$ cat config.mk
export PLATFORM = sky130hd
export DESIGN_NAME = turn_sequencer
export DESIGN_NICKNAME = d
export VERILOG_FILES = /design/src/rtl/game_pkg.sv /design/src/rtl/turn_sequencer_frame_counter.sv /design/src/rtl/turn_sequencer.sv
export SDC_FILE = /design/constraint.sdc
export NUM_CORES = 1
export LEC_CHECK = 0
export ABC_CLOCK_PERIOD_IN_PS = 3000
export CAP_MARGIN = 20
export CELL_PAD_IN_SITES_DETAIL_PLACEMENT = 0
export CELL_PAD_IN_SITES_GLOBAL_PLACEMENT = 1
export CORE_MARGIN = 2
export CORE_UTILIZATION = 35
export DETAILED_ROUTE_END_ITERATION = 10
export PLACE_DENSITY = 0.79
export SLEW_MARGIN = 0
export SYNTH_ARGS = -nofsm -noshare
export SYNTH_HDL_FRONTEND = slang
export SYNTH_HIERARCHICAL = 1
export SYNTH_SLANG_ARGS = --single-unit
$ cat constraint.sdc
create_clock -name clk -period 3 [get_ports clk]
set_clock_uncertainty 0.1 [all_clocks]
set_input_delay 0.75 -clock clk [delete_from_list [all_inputs] [get_ports clk]]
set_output_delay 0.75 -clock clk [all_outputs]
set_load 0.05 [all_outputs]
$ cat src/rtl/game_pkg.sv
// Shared game-flow definitions: the one-hot game state used by the turn
// sequencer and the enemy block, plus default timing parameters.
package game_pkg;

  // One-hot game state; exactly one bit is ever set on the state bus.
  typedef enum logic [3:0] {
    ST_TITLE   = 4'b0001,
    ST_PLAYER  = 4'b0010,
    ST_RESOLVE = 4'b0100,
    ST_ENEMY   = 4'b1000
  } game_state_t;

  // Turn counter is 4 bits wide, so at most 16 distinct turns.
  localparam int DEF_MAX_TURNS      = 16;
  // Frame pulses spent resolving a move before deciding the outcome.
  localparam int DEF_RESOLVE_FRAMES = 30;
  // Frame pulses the enemy phase may last before the watchdog ends it.
  localparam int DEF_TIMEOUT_FRAMES = 120;

endpackage : game_pkg

$ cat src/rtl/turn_sequencer_frame_counter.sv
// Frame pulse counter with synchronous clear and a terminal-count strobe.
// The strobe fires on the frame pulse that brings the count to LIMIT; the
// count then holds at LIMIT until cleared so it can never fire twice.
module frame_counter #(
  parameter int LIMIT = 30
) (
  input  logic clk,
  input  logic rst,
  input  logic clear,
  input  logic enable,
  input  logic new_frame_in,
  output logic tc
);

  localparam int CW = $clog2(LIMIT + 1);
  localparam logic [CW-1:0] LAST = CW'(LIMIT - 1);
  localparam logic [CW-1:0] TOP  = CW'(LIMIT);

  logic [CW-1:0] count_q;
  logic          pulse;

  assign pulse = enable & new_frame_in;

  // Count enabled frame pulses, saturating at LIMIT; clear has priority.
  always_ff @(posedge clk or posedge rst) begin
    if (rst) begin
      count_q <= '0;
    end else if (clear) begin
      count_q <= '0;
    end else if (pulse && (count_q != TOP)) begin
      count_q <= count_q + CW'(1);
    end
  end

  assign tc = pulse && (count_q == LAST);

endmodule : frame_counter

$ cat src/rtl/turn_sequencer.sv
// Game-flow controller feeding the enemy renderer/AI block. Requests for a
// new game state are latched into a pending slot and only applied on the
// next frame pulse, so no frame is ever rendered with a mixed state.
module turn_sequencer
  import game_pkg::*;
#(
  parameter int MAX_TURNS      = DEF_MAX_TURNS,
  parameter int RESOLVE_FRAMES = DEF_RESOLVE_FRAMES,
  parameter int TIMEOUT_FRAMES = DEF_TIMEOUT_FRAMES
) (
  input  logic       clk,
  input  logic       rst,
  input  logic       new_frame_in,
  input  logic       start_btn_in,
  input  logic       move_valid_in,
  input  logic       rotate_btn_in,
  input  logic       player_dead_in,
  input  logic       enemy_busy_in,
  input  logic       enemy_finished_in,
  output logic [3:0] state_out,
  output logic [3:0] turn_out,
  output logic [1:0] rotate_out,
  output logic       game_over_out,
  output logic       timeout_out
);

  localparam logic [3:0] TURN_LAST = 4'(MAX_TURNS - 1);

  game_state_t state_q;
  game_state_t next_q;
  logic        pending_q;
  logic [3:0]  turn_q;
  logic [1:0]  rot_q;
  logic        game_over_q;
  logic        timeout_q;
  logic        start_q;
  logic        busy_seen_unused_q;

  logic        apply;
  logic        start_rise;
  logic        resolve_tc;
  logic        watchdog_tc;

  // Turn number wraps from MAX_TURNS-1 back to zero.
  function automatic logic [3:0] turn_advance(input logic [3:0] t);
    return (t == TURN_LAST) ? 4'd0 : t + 4'd1;
  endfunction

  // A pending request only takes effect on a frame pulse seen after it was
  // latched; a pulse in the latching cycle itself sees pending_q still low.
  assign apply      = pending_q & new_frame_in;
  assign start_rise = start_btn_in & ~start_q;

  // Both counters restart whenever a new state is entered.
  frame_counter #(.LIMIT(RESOLVE_FRAMES)) u_resolve_cnt (
    .clk          (clk),
    .rst          (rst),
    .clear        (apply),
    .enable       (state_q == ST_RESOLVE),
    .new_frame_in (new_frame_in),
    .tc           (resolve_tc)
  );

  frame_counter #(.LIMIT(TIMEOUT_FRAMES)) u_watchdog (
    .clk          (clk),
    .rst          (rst),
    .clear        (apply),
    .enable       (state_q == ST_ENEMY),
    .new_frame_in (new_frame_in),
    .tc           (watchdog_tc)
  );

  // Start-button history; resets high so a button held through reset
  // must be released and pressed again to start a game.
  always_ff @(posedge clk or posedge rst) begin
    if (rst) begin
      start_q <= 1'b1;
    end else begin
      start_q <= start_btn_in;
    end
  end

  // Enemy busy is kept for visibility only; it never steers the sequence.
  always_ff @(posedge clk or posedge rst) begin
    if (rst) begin
      busy_seen_unused_q <= 1'b0;
    end else begin
      busy_seen_unused_q <= enemy_busy_in;
    end
  end

  // Game FSM: apply the pending request on a frame, otherwise look for a
  // new request in the current state while the pending slot is free.
  always_ff @(posedge clk or posedge rst) begin
    if (rst) begin
      state_q     <= ST_TITLE;
      next_q      <= ST_TITLE;
      pending_q   <= 1'b0;
      turn_q      <= 4'd0;
      rot_q       <= 2'd0;
      game_over_q <= 1'b0;
      timeout_q   <= 1'b0;
    end else if (apply) begin
      state_q   <= next_q;
      pending_q <= 1'b0;
      if (state_q == ST_TITLE) begin
        // Fresh game: wipe everything left over from the previous one.
        turn_q      <= 4'd0;
        rot_q       <= 2'd0;
        game_over_q <= 1'b0;
        timeout_q   <= 1'b0;
      end else if (state_q == ST_ENEMY) begin
        turn_q <= turn_advance(turn_q);
      end
    end else if (!pending_q) begin
      unique case (state_q)
        ST_TITLE: begin
          if (start_rise) begin
            next_q    <= ST_PLAYER;
            pending_q <= 1'b1;
          end
        end
        ST_PLAYER: begin
          // Rotate and move in the same cycle both take effect.
          if (rotate_btn_in) begin
            rot_q <= rot_q + 2'd1;
          end
          if (move_valid_in) begin
            next_q    <= ST_RESOLVE;
            pending_q <= 1'b1;
          end
        end
        ST_RESOLVE: begin
          if (resolve_tc) begin
            pending_q <= 1'b1;
            if (player_dead_in) begin
              game_over_q <= 1'b1;
              next_q      <= ST_TITLE;
            end else begin
              next_q <= ST_ENEMY;
            end
          end
        end
        ST_ENEMY: begin
          // A finish report wins over a simultaneous watchdog expiry.
          if (enemy_finished_in) begin
            next_q    <= ST_PLAYER;
            pending_q <= 1'b1;
          end else if (watchdog_tc) begin
            timeout_q <= 1'b1;
            next_q    <= ST_PLAYER;
            pending_q <= 1'b1;
          end
        end
        default: begin
          next_q    <= ST_TITLE;
          pending_q <= 1'b1;
        end
      endcase
    end
  end

  assign state_out     = state_q;
  assign turn_out      = turn_q;
  assign rotate_out    = rot_q;
  assign game_over_out = game_over_q;
  assign timeout_out   = timeout_q;

endmodule : turn_sequencer

==> flow_metrics.tcl <==
set metrics [dict create \
    wl_um 3640 \
    dr.first_iter.drc_count 45 \
    seq_area_sq_um 754 \
    yosysWarnings 6 \
    vdd_drop_max_v 0.000314 \
    dieHeight_um 74.6 \
    htreeDepth 2 \
    p_int_mw 1.01 \
    initial_core_util_pct 36.7 \
    antenna_found_initial 0 \
    synth_seq_cells 30 \
    tightestPinTransition_ps 717 \
    hp-start "rotate_out[1]" \
    min_path_type "reg -> reg" \
    worstPathCellList "clkdlybuf4s50_1" \
    tns_ps 0 \
    seqPwrFrac_pct 36.4 \
    clockBufferDepth 2 \
    via_per_inst 5.06 \
    io-pin-count 21 \
    cts_hold_buf 0 \
    critPathKind "reg -> out" \
    area_growth_pct 20.7 \
    netlist_area_sq_mm 0.00174 \
    path_delay_family "buffers and inverters" \
    reg2reg_to "next_q[3]" \
    rr_startpoint "state_out[2]" \
    regToRegSetupSlack_ps 490 \
    setup_viol 0 \
    hpwlAfterDp_um 2670 \
    vias 1382 \
    synth_area_per_cell_sq_um 9.80 \
    worst_skew_pair.late_latency_ps 280 \
    drcViolationCount 0 \
    gp_congestion 0.781 \
    core.rowCount 25 \
    grt_pass1_vias 1310 \
    die_x_um 74.6 \
    fin_crit_sh_pct 88.3 \
    grt_usage_pct 14.6 \
    grt_pass1_wl_um 6130 \
    die_area_sq_mm 0.00556 \
    wl_per_cell_um 13.3 \
    p_sw_share_pct 41.4 \
    grt_start_max_net_pins 19 \
    synth_nets 193 \
    final_max_slew_viol_count 0 \
    rsz0062_at_grt "false" \
    cts_tree "built" \
    overflow 0 \
    hold_slack_ps 378 \
    relSlewSlack_pct 52.2 \
    synth_async_sr_flop_share_pct 100 \
    cts_setup_buffers 0 \
    startpoint_type "flop" \
    synth-edff-count 0 \
    clockPowerShare_pct 17.6 \
    pre_cts_slack_ps 272 \
    dr.pass1.iters 4 \
    crit_fanout 11 \
    cp-end-kind "output pin" \
    power_density_mw_per_mm2 816 \
    core-area_sq_mm 0.00475 \
    multi_input_comb_area_sq_um 880 \
    finalHoldViolCount 0 \
    root_buffer "clkbuf_8" \
    numCtsBuffers 5 \
    crit_arrival_ps 1800 \
    fin_cells 273 \
    seq_area_frac_synth_pct 43.3 \
    p_switching_mw 0.711 \
    ctsResizeCount 0 \
    synth_cell_types 49 \
    cp.buffers_inverters 1 \
    clkSinkCount 30 \
    syn_inst 178 \
    status "finished, final reports clean" \
    max_stage_delay_ps 850 \
    maxCapViolations 0 \
    required_ps 2150 \
    combinationalPowerShare_pct 46.0 \
    max_freq_ghz 0.378 \
    dp.cells 265 \
    cpMaxStageDelayCell "clkdlybuf4s50_1" \
    antenna_left 0 \
    antenna_cells 0 \
    clkTransAtPathRegs_ps 70 \
    fin_nets 220 \
    setup_slack_ps 352 \
    io_buffers 19 \
    finalCriticalPeriod_ps 2650 \
    hold_end "rotate_out[1]" \
    reg2reg_depth 7 \
    fillers 476 \
    whs_path_depth 1 \
    drive_gt1_share_pct 14.6 \
    p_leak_nw 0.848 \
    ys.flop_type "dfrtp_1" \
]
## state kept, by name, summed over array words and instances (netlist names)
| register | cells |
|---|---|
| u_resolve_cnt/count_q | 5 |
| timeout_out | 1 |
| turn_out | 4 |
| game_over_out | 1 |
| u_watchdog/count_q | 7 |
| rotate_out | 2 |
| next_q | 4 |
| pending_q | 1 |
| start_q | 1 |
| state_out | 4 |
## worst register-to-register path, stage by stage, from the launching register on
cell	delay [ps]
dfrtp_1	540
nor4b_4	420
nand4_1	220
nor3_1	340
nor3b_2	100
a211oi_2	210
buf_4	170
mux2_4	290
## layout make-up
class                           count  share of cell area [%]
Timing Repair Buffer               27                    11.9
Multi-Input combinational cell    126                    41.8
Tap cell                           67                    3.98
Sequential cell                    30                    35.9
Clock buffer                        8                    3.80
Inverter                           15                    2.68
## layer usage
metal / track usage [%] / routed length, um / up-vias
met2: 22.4 / 1650 / 19
li1: - / - / 699
met4: 4.76 / 35 / 0
met5: 0 / 0 / -
met1: 20.0 / 1830 / 659
met3: 4.07 / 128 / 5
## power groups by stage
stage	logic [mW]	clock network, mW	registers, mW
after floorplan	0.495	0	0.711
after global placement	0.783	0	0.634
after detailed placement	0.793	0	0.633
after CTS	0.798	0.317	0.627
after global routing	0.867	0.341	0.645
final	0.789	0.303	0.626
## placed cells by master (no fill, tap or decap), types with 7 or more instances in the layout
cell	netlist	routed
clkdlybuf4s50_1	0	19
a21oi_1	15	15
inv_1	15	15
nor2_1	10	10
nand3_1	7	7
buf_4	3	8
nand2_1	12	12
dfrtp_1	27	27
o21ai_0	12	12
## synth_stat cells (2+ instances only)
library cell,count,area [sq um]
dfrtp_1,27,676
a211oi_1,2,15.0
nand2b_1,6,37.5
or3_1,6,37.5
o2bb2ai_1,2,17.5
o31ai_1,4,30.0
nand2_1,12,45.0
nor4b_4,2,47.6
buf_4,3,22.5
mux2_4,3,45.0
a31oi_1,3,18.8
nand3b_1,2,15.0
mux2i_1,2,20.0
nand4_1,2,12.5
nor2_1,10,37.5
mux2_2,2,22.5
nand3_1,7,35.0
a21oi_1,15,75.1
o21ai_0,12,60.1
dfstp_2,3,78.8
ha_1,6,75.1
buf_6,2,22.5
or4_1,2,15.0
inv_1,15,56.3
nor3_1,3,15.0
nor4b_1,2,17.5
## worst max-delay path by stage
stage | from | endpoint | slack, ps | depth (start not counted)
floorplan | state_out[3] | next_q[1] | 360 | 7
global placement | new_frame_in | next_q[3] | 260 | 7
detailed placement | new_frame_in | next_q[1] | 270 | 7
CTS | state_out[2] | state_out[2] | 330 | 1
global route | state_out[2] | state_out[2] | 270 | 1
finish | state_out[0] | state_out[0] | 350 | 1
## logic make-up after synthesis
| kind of cell | count (synthesis) | share of synthesized area, % |
|---|---|---|
| buffers and inverters | 22 | 6.31 |
| adders and majority gates | 6 | 4.30 |
| and+or+nand+nor | 61 | 21.4 |
| xor gates and xnor gates | 2 | 1.00 |
| muxes | 7 | 5.02 |
| DFF | 30 | 43.3 |
| AOI/OAI and AO/OA | 50 | 18.7 |
## through the flow
stage	power, mW	area (sq um)	utilization (%)
finish	1.72	2100	44.3
global route	1.85	2100	44.3
CTS	1.74	2100	44.3
detailed placement	1.43	2020	42.6
global placement	1.42	2020	42.6
floorplan	1.21	1740	-
No activity file was read; power rests on OpenSTA's default activity.
